==> src/rtl/kgp_pkg.sv <==
// Kill/propagate/generate encoding shared by the recursive-doubling adder and subtractor.
package kgp_pkg;

  typedef logic [1:0] kgp_t;

  localparam kgp_t KGP_KILL = 2'b00;
  localparam kgp_t KGP_PROP = 2'b01;
  localparam kgp_t KGP_GEN  = 2'b10;

  // Prefix operator: a propagating upper span takes its value from the span below it.
  function automatic kgp_t kgp_combine(input kgp_t hi, input kgp_t lo);
    return (hi == KGP_PROP) ? lo : hi;
  endfunction

  // Borrow classification of one subtraction bit position (a - b).
  function automatic kgp_t kgp_sub_bit(input logic a_bit, input logic b_bit);
    if (a_bit && !b_bit) return KGP_KILL;
    if (!a_bit && b_bit) return KGP_GEN;
    return KGP_PROP;
  endfunction

endpackage

==> src/rtl/kgp_level.sv <==
// One combinational recursive-doubling level at distance D over a WIDTH-entry KGP vector.
module kgp_level
  import kgp_pkg::*;
#(
  parameter int WIDTH = 64,
  parameter int D     = 1
) (
  input  kgp_t [WIDTH-1:0] kgp_in,
  output kgp_t [WIDTH-1:0] kgp_out
);

  for (genvar j = 0; j < WIDTH; j++) begin : g_bit
    if (j < D) begin : g_pass
      assign kgp_out[j] = kgp_in[j];
    end else begin : g_comb
      assign kgp_out[j] = kgp_combine(kgp_in[j], kgp_in[j-D]);
    end
  end

endmodule

==> src/rtl/rdb_subtractor.sv <==
// Pipelined recursive-doubling subtractor: diff = a - b - bin, with borrow-out and zero flag.
// Stage S1 forms per-bit KGP, each later stage resolves two doubling levels, the last also forms the sum.
module rdb_subtractor
  import kgp_pkg::*;
#(
  parameter int WIDTH = 64
) (
  input  logic             clk,
  input  logic             rst_n,
  input  logic             in_valid,
  output logic             in_ready,
  input  logic [WIDTH-1:0] a,
  input  logic [WIDTH-1:0] b,
  input  logic             bin,
  output logic             out_valid,
  input  logic             out_ready,
  output logic [WIDTH-1:0] diff,
  output logic             bout,
  output logic             zero
);

  localparam int LEVELS = $clog2(WIDTH);
  localparam int P      = (LEVELS + 1) / 2;

  // Handshake: a word moves on any edge where valid && ready. The whole pipe freezes
  // (valid bits included) while a result sits unaccepted, so in_ready = !stall and
  // that is the only combinational input-to-output path.
  logic stall;
  assign stall    = out_valid && !out_ready;
  assign in_ready = !stall;

  kgp_t [WIDTH-1:0] kgp_in_vec;
  kgp_t [WIDTH-1:0] kgp_q     [P];
  kgp_t [WIDTH-1:0] stage_out [P];
  logic [WIDTH-1:0] a_q       [P];
  logic [WIDTH-1:0] b_q       [P];
  logic             bin_q     [P];
  logic             v_q       [P];

  // Bit 0 folds borrow-in: a matching pair borrows exactly when bin does.
  always_comb begin
    kgp_in_vec = '0;
    if (a[0] != b[0]) kgp_in_vec[0] = kgp_sub_bit(a[0], b[0]);
    else              kgp_in_vec[0] = bin ? KGP_GEN : KGP_KILL;
    for (int i = 1; i < WIDTH; i++) begin
      kgp_in_vec[i] = kgp_sub_bit(a[i], b[i]);
    end
  end

  for (genvar s = 0; s < P; s++) begin : g_stage
    kgp_t [WIDTH-1:0] mid;
    kgp_t [WIDTH-1:0] lout;

    kgp_level #(.WIDTH(WIDTH), .D(1 << (2 * s))) u_lvl_lo (
      .kgp_in  (kgp_q[s]),
      .kgp_out (mid)
    );

    if (2 * s + 1 < LEVELS) begin : g_two
      kgp_level #(.WIDTH(WIDTH), .D(1 << (2 * s + 1))) u_lvl_hi (
        .kgp_in  (mid),
        .kgp_out (lout)
      );
    end else begin : g_one
      assign lout = mid;
    end

    assign stage_out[s] = lout;
  end

  logic [WIDTH-1:0] borrow;
  logic [WIDTH-1:0] diff_next;

  always_comb begin
    borrow = '0;
    for (int i = 0; i < WIDTH; i++) begin
      borrow[i] = (stage_out[P-1][i] == KGP_GEN);
    end
    diff_next = a_q[P-1] ^ b_q[P-1] ^ {borrow[WIDTH-2:0], bin_q[P-1]};
  end

  always_ff @(posedge clk or negedge rst_n) begin
    if (!rst_n) begin
      for (int s = 0; s < P; s++) begin
        v_q[s]   <= 1'b0;
        a_q[s]   <= '0;
        b_q[s]   <= '0;
        bin_q[s] <= 1'b0;
        kgp_q[s] <= '0;
      end
      out_valid <= 1'b0;
      diff      <= '0;
      bout      <= 1'b0;
      zero      <= 1'b0;
    end else if (!stall) begin
      v_q[0]   <= in_valid;
      a_q[0]   <= a;
      b_q[0]   <= b;
      bin_q[0] <= bin;
      kgp_q[0] <= kgp_in_vec;
      for (int s = 1; s < P; s++) begin
        v_q[s]   <= v_q[s-1];
        a_q[s]   <= a_q[s-1];
        b_q[s]   <= b_q[s-1];
        bin_q[s] <= bin_q[s-1];
        kgp_q[s] <= stage_out[s-1];
      end
      out_valid <= v_q[P-1];
      diff      <= diff_next;
      bout      <= borrow[WIDTH-1];
      zero      <= (diff_next == '0);
    end
  end

endmodule

==> config.mk <==
export PLATFORM = sky130hd
export DESIGN_NAME = rdb_subtractor
export DESIGN_NICKNAME = d
export VERILOG_FILES = /design/src/rtl/kgp_pkg.sv /design/src/rtl/kgp_level.sv /design/src/rtl/rdb_subtractor.sv
export SDC_FILE = /design/constraint.sdc
export NUM_CORES = 2
export LEC_CHECK = 0
export ABC_AREA = 1
export CORE_MARGIN = 3
export CORE_UTILIZATION = 39
export CTS_CLUSTER_SIZE = 20
export DETAILED_ROUTE_END_ITERATION = 10
export PLACE_DENSITY = 0.6
export SYNTH_ARGS = -nofsm -noshare
export SYNTH_HDL_FRONTEND = slang
export SYNTH_SLANG_ARGS = --single-unit
==> constraint.sdc <==
create_clock -name clk -period 2.1 [get_ports clk]
set_clock_uncertainty 0.15 [all_clocks]
set_input_delay 0.315 -clock clk [delete_from_list [all_inputs] [get_ports clk]]
set_output_delay 0.315 -clock clk [all_outputs]
set_load 0.1 [all_outputs]
==> key figures <==
Status
  • Status: completed

Route
  • Antenna-violating nets left: 0
  • Iteration-0 DRC Markers: 2341
  • Vias per cell: 4.91
  • First drt pass iteration count: 5
  • DR WL/cell: 16.9 µm
  • Final wirelength: 105000 µm
  • Post-route DRC violation count: 0
  • Vias: 30517

Setup path
  • Reg2reg start: out_valid
  • CP Class: flip-flop to output pin
  • Critical Path Sink Type: output pin
  • Max incr delay on CP: 400 ps
  • CP startpoint kind: flip-flop
  • Crit path max fanout: 3
  • Critical Path AT: 1550 ps
  • CP Launch Point: out_valid
  • Critical path buffers and inverters: 3
  • Worst-path cell chain: inv_1 > nor2_4 > inv_8 > buf_12
  • Worst endpoint required time: 1630 ps
  • Slowest CP cell: dfrtp_4
  • Top delay family on crit path: flip-flops

Timing
  • Fmax: 0.496 GHz
  • Final Cycle Share: 96.1%
  • Worst slew margin: 52.1%
  • Post-route minimum period: 2020 ps
  • Worst Tran Pin Value: 711 ps
  • Setup TNS: 0 ps
  • Final setup violation count: 0
  • Unrepaired setup endpoints after global routing: false
  • Slew Viols, Final: 0
  • Final Hold Vio Count: 0

Floorplan
  • Placement row count: 113
  • Die W: 318 µm
  • Full die area: 101000 µm²
  • I/O pin cnt: 201
  • Die Y-Extent: 318 µm
  • Starting Density: 39.6%
  • Core area: 95600 µm²

Global routing
  • Gr ovfl total: 0
  • GRT Util Overall: 20.6%
  • Pin count of the biggest net entering global routing: 101
  • First-pass GRT wire length: 165000 µm
  • Vias in the first global route: 29050
  • Antenna violations before repair: 0

Cells and area
  • Ant diodes: 0
  • NumNets Final: 5084
  • Finished layout cell area: 45600 µm²
  • Area Growth Syn to Fin: 20.6%
  • Share of post-route cells with drive strength above 1: 8.60%
  • Filler cells: 9254

Clocking
  • Worst-skew pair later-pin latency: 680 ps
  • Clock Pin Slew Worst Setup and Hold Paths: 60 ps
  • CTS tree: yes
  • Root Buffer: clkbuf_16
  • H-tree levels: 3
  • CTS Buf Count: 90
  • Clock sinks: 838
  • Clk buf depth: 3

Place
  • Buffers on Ports: 200
  • Routability cong.: 0.885
  • Dpl hpwl: 78300 µm
  • Post-DP Area: 42500 µm²

Synth
  • Cell count after synthesis: 4580
  • Syn avg cell area: 8.26 µm²
  • Synthesized Nets: 4777
  • Unique masters post-synth: 27
  • Register bit total from synthesis: 838
  • Sequential area share after synthesis: 55.4%
  • Synth warnings: 0
  • Cell Area, Synth: 37800 µm²

Power and ir drop
  • Pwr Density: 1610 nW/µm²
  • P_leak: 22.5 nW
  • Maximum VDD drop: 1120 µV
  • Pwr Total: 73.6 mW

Job
  • Max cap viols: 0

Hold path
  • Worst hold start: b[34]
  • HP Class: primary input to flip-flop
-- logic make-up after synthesis --
group | share of synthesized area, %
AND/OR/NAND/NOR | 19.3
AO/OA/AOI/OAI | 14.3
flip-flops | 55.4
buffers and inverters | 7.11
XOR/XNOR | 1.69
adder cells (fa/ha/maj) | 2.12
-- worst reg2reg max path, stage by stage, from the launching register on --
cell and delay (ps):
dfrtp_4 400, inv_1 60, nor2_4 190, buf_4 200, buf_4 140, buf_6 200
buf_12 190, buf_16 210, o21ai_0 130
-- synth_stat cells --
master / n / area [µm²]
buf_6: 4 / 45.0
nand3_1: 58 / 290
nor2_1: 107 / 402
a21o_1: 2 / 15.0
buf_2: 110 / 551
a21oi_1: 245 / 1230
buf_1: 2 / 7.51
dfrtp_1: 838 / 21000
o221ai_1: 9 / 78.8
clkbuf_1: 58 / 218
inv_2: 1 / 3.75
xor2_1: 40 / 350
xnor2_1: 33 / 289
nand4_1: 2 / 12.5
buf_4: 11 / 82.6
nand3b_1: 12 / 90.1
nand2_1: 1729 / 6490
o21ai_1: 219 / 1100
a31oi_1: 5 / 31.3
o21bai_1: 1 / 7.51
nor2_2: 4 / 25.0
o21ai_0: 460 / 2300
inv_1: 475 / 1780
ha_1: 64 / 801
o22ai_1: 4 / 25.0
o211ai_1: 86 / 646
nor2_4: 1 / 11.3
-- routing by layer --
layer  wire length [µm]  vias up  GRT usage [%]
li1                   -    15225              -
met1              48100    14419           28.7
met2              47100      717           32.1
met3               6950      156           4.49
met4               2970        0           6.33
met5                  0        -              0
-- sequential cells by signal, summed over array words and instances (netlist names) --
signal,count
a_q,192
b_q,192
bin_q,3
bout,1
diff,64
kgp_q,381
out_valid,1
v_q,3
zero,1
-- area by class of cell --
| cell class | count | area [µm²] | share of cell area [%] |
|---|---|---|---|
| Clock buffer | 132 | 2570 | 5.63 |
| Clock inverter | 29 | 463 | 1.01 |
| Timing Repair inverter | 1 | 6.26 | 0.0137 |
| Sequential cell | 838 | 21000 | 45.9 |
| Multi-Input combinational cell | 3081 | 14200 | 31.2 |
| Tap cell | 1265 | 1580 | 3.47 |
| Inverter | 476 | 1790 | 3.93 |
| Timing Repair Buffer | 399 | 4020 | 8.80 |
-- worst paths after layout --
path / slack (ps) / end / cells past startpoint
worst max-delay path: 80 / in_ready / 4
worst min-delay path: 60 / b_q[162] / 3
worst max register to register: 90 / kgp_q[177] / 8
worst min register to register: 280 / a_q[43] / 2
max in group asynchronous: 780 / kgp_q[180] / 3
min in group asynchronous: 210 / kgp_q[56] / 3
-- power by group --
group          internal, mW  switching, mW  leakage (nW)
clock network          9.63           6.67          1.48
registers              22.3           3.82          10.4
logic                  9.62           21.6          10.6
total                  41.6           32.1          22.5
-- layout by cell type (no fill, tap or decap), types with 64 or more instances in the layout --
cell type        count
a21oi_1            245
buf_4              212
clkbuf_16           92
clkdlybuf4s50_1    131
dfrtp_1            836
ha_1                64
inv_1              474
nand2_1           1722
nor2_1             100
o211ai_1            86
o21ai_0            460
o21ai_1            218
-- through the flow --
step	utilization, %	instances	worst slack [ps]	hold slack (ps)
after floorplan	-	4580	63.2	-131
final	47.8	6221	82.2	56.0
after global routing	47.8	6221	0.717	43.5
after detailed placement	44.4	6052	5.94	53.0
after global placement	44.4	6052	16.3	52.8
after CTS	47.6	6219	4.42	11.2
-- repair_timing --
item / in CTS / in global routing
endpoints found under the hold margin: 820 / 0
endpoints found under the setup margin: 2 / 30
gates cloned: 1 / 2
buffers inserted: 4 / 0
gates resized for setup: 1 / 22
pin swaps: 1 / 1
hold buffers: 2 / 0
Power figures use the tool's default switching activity.
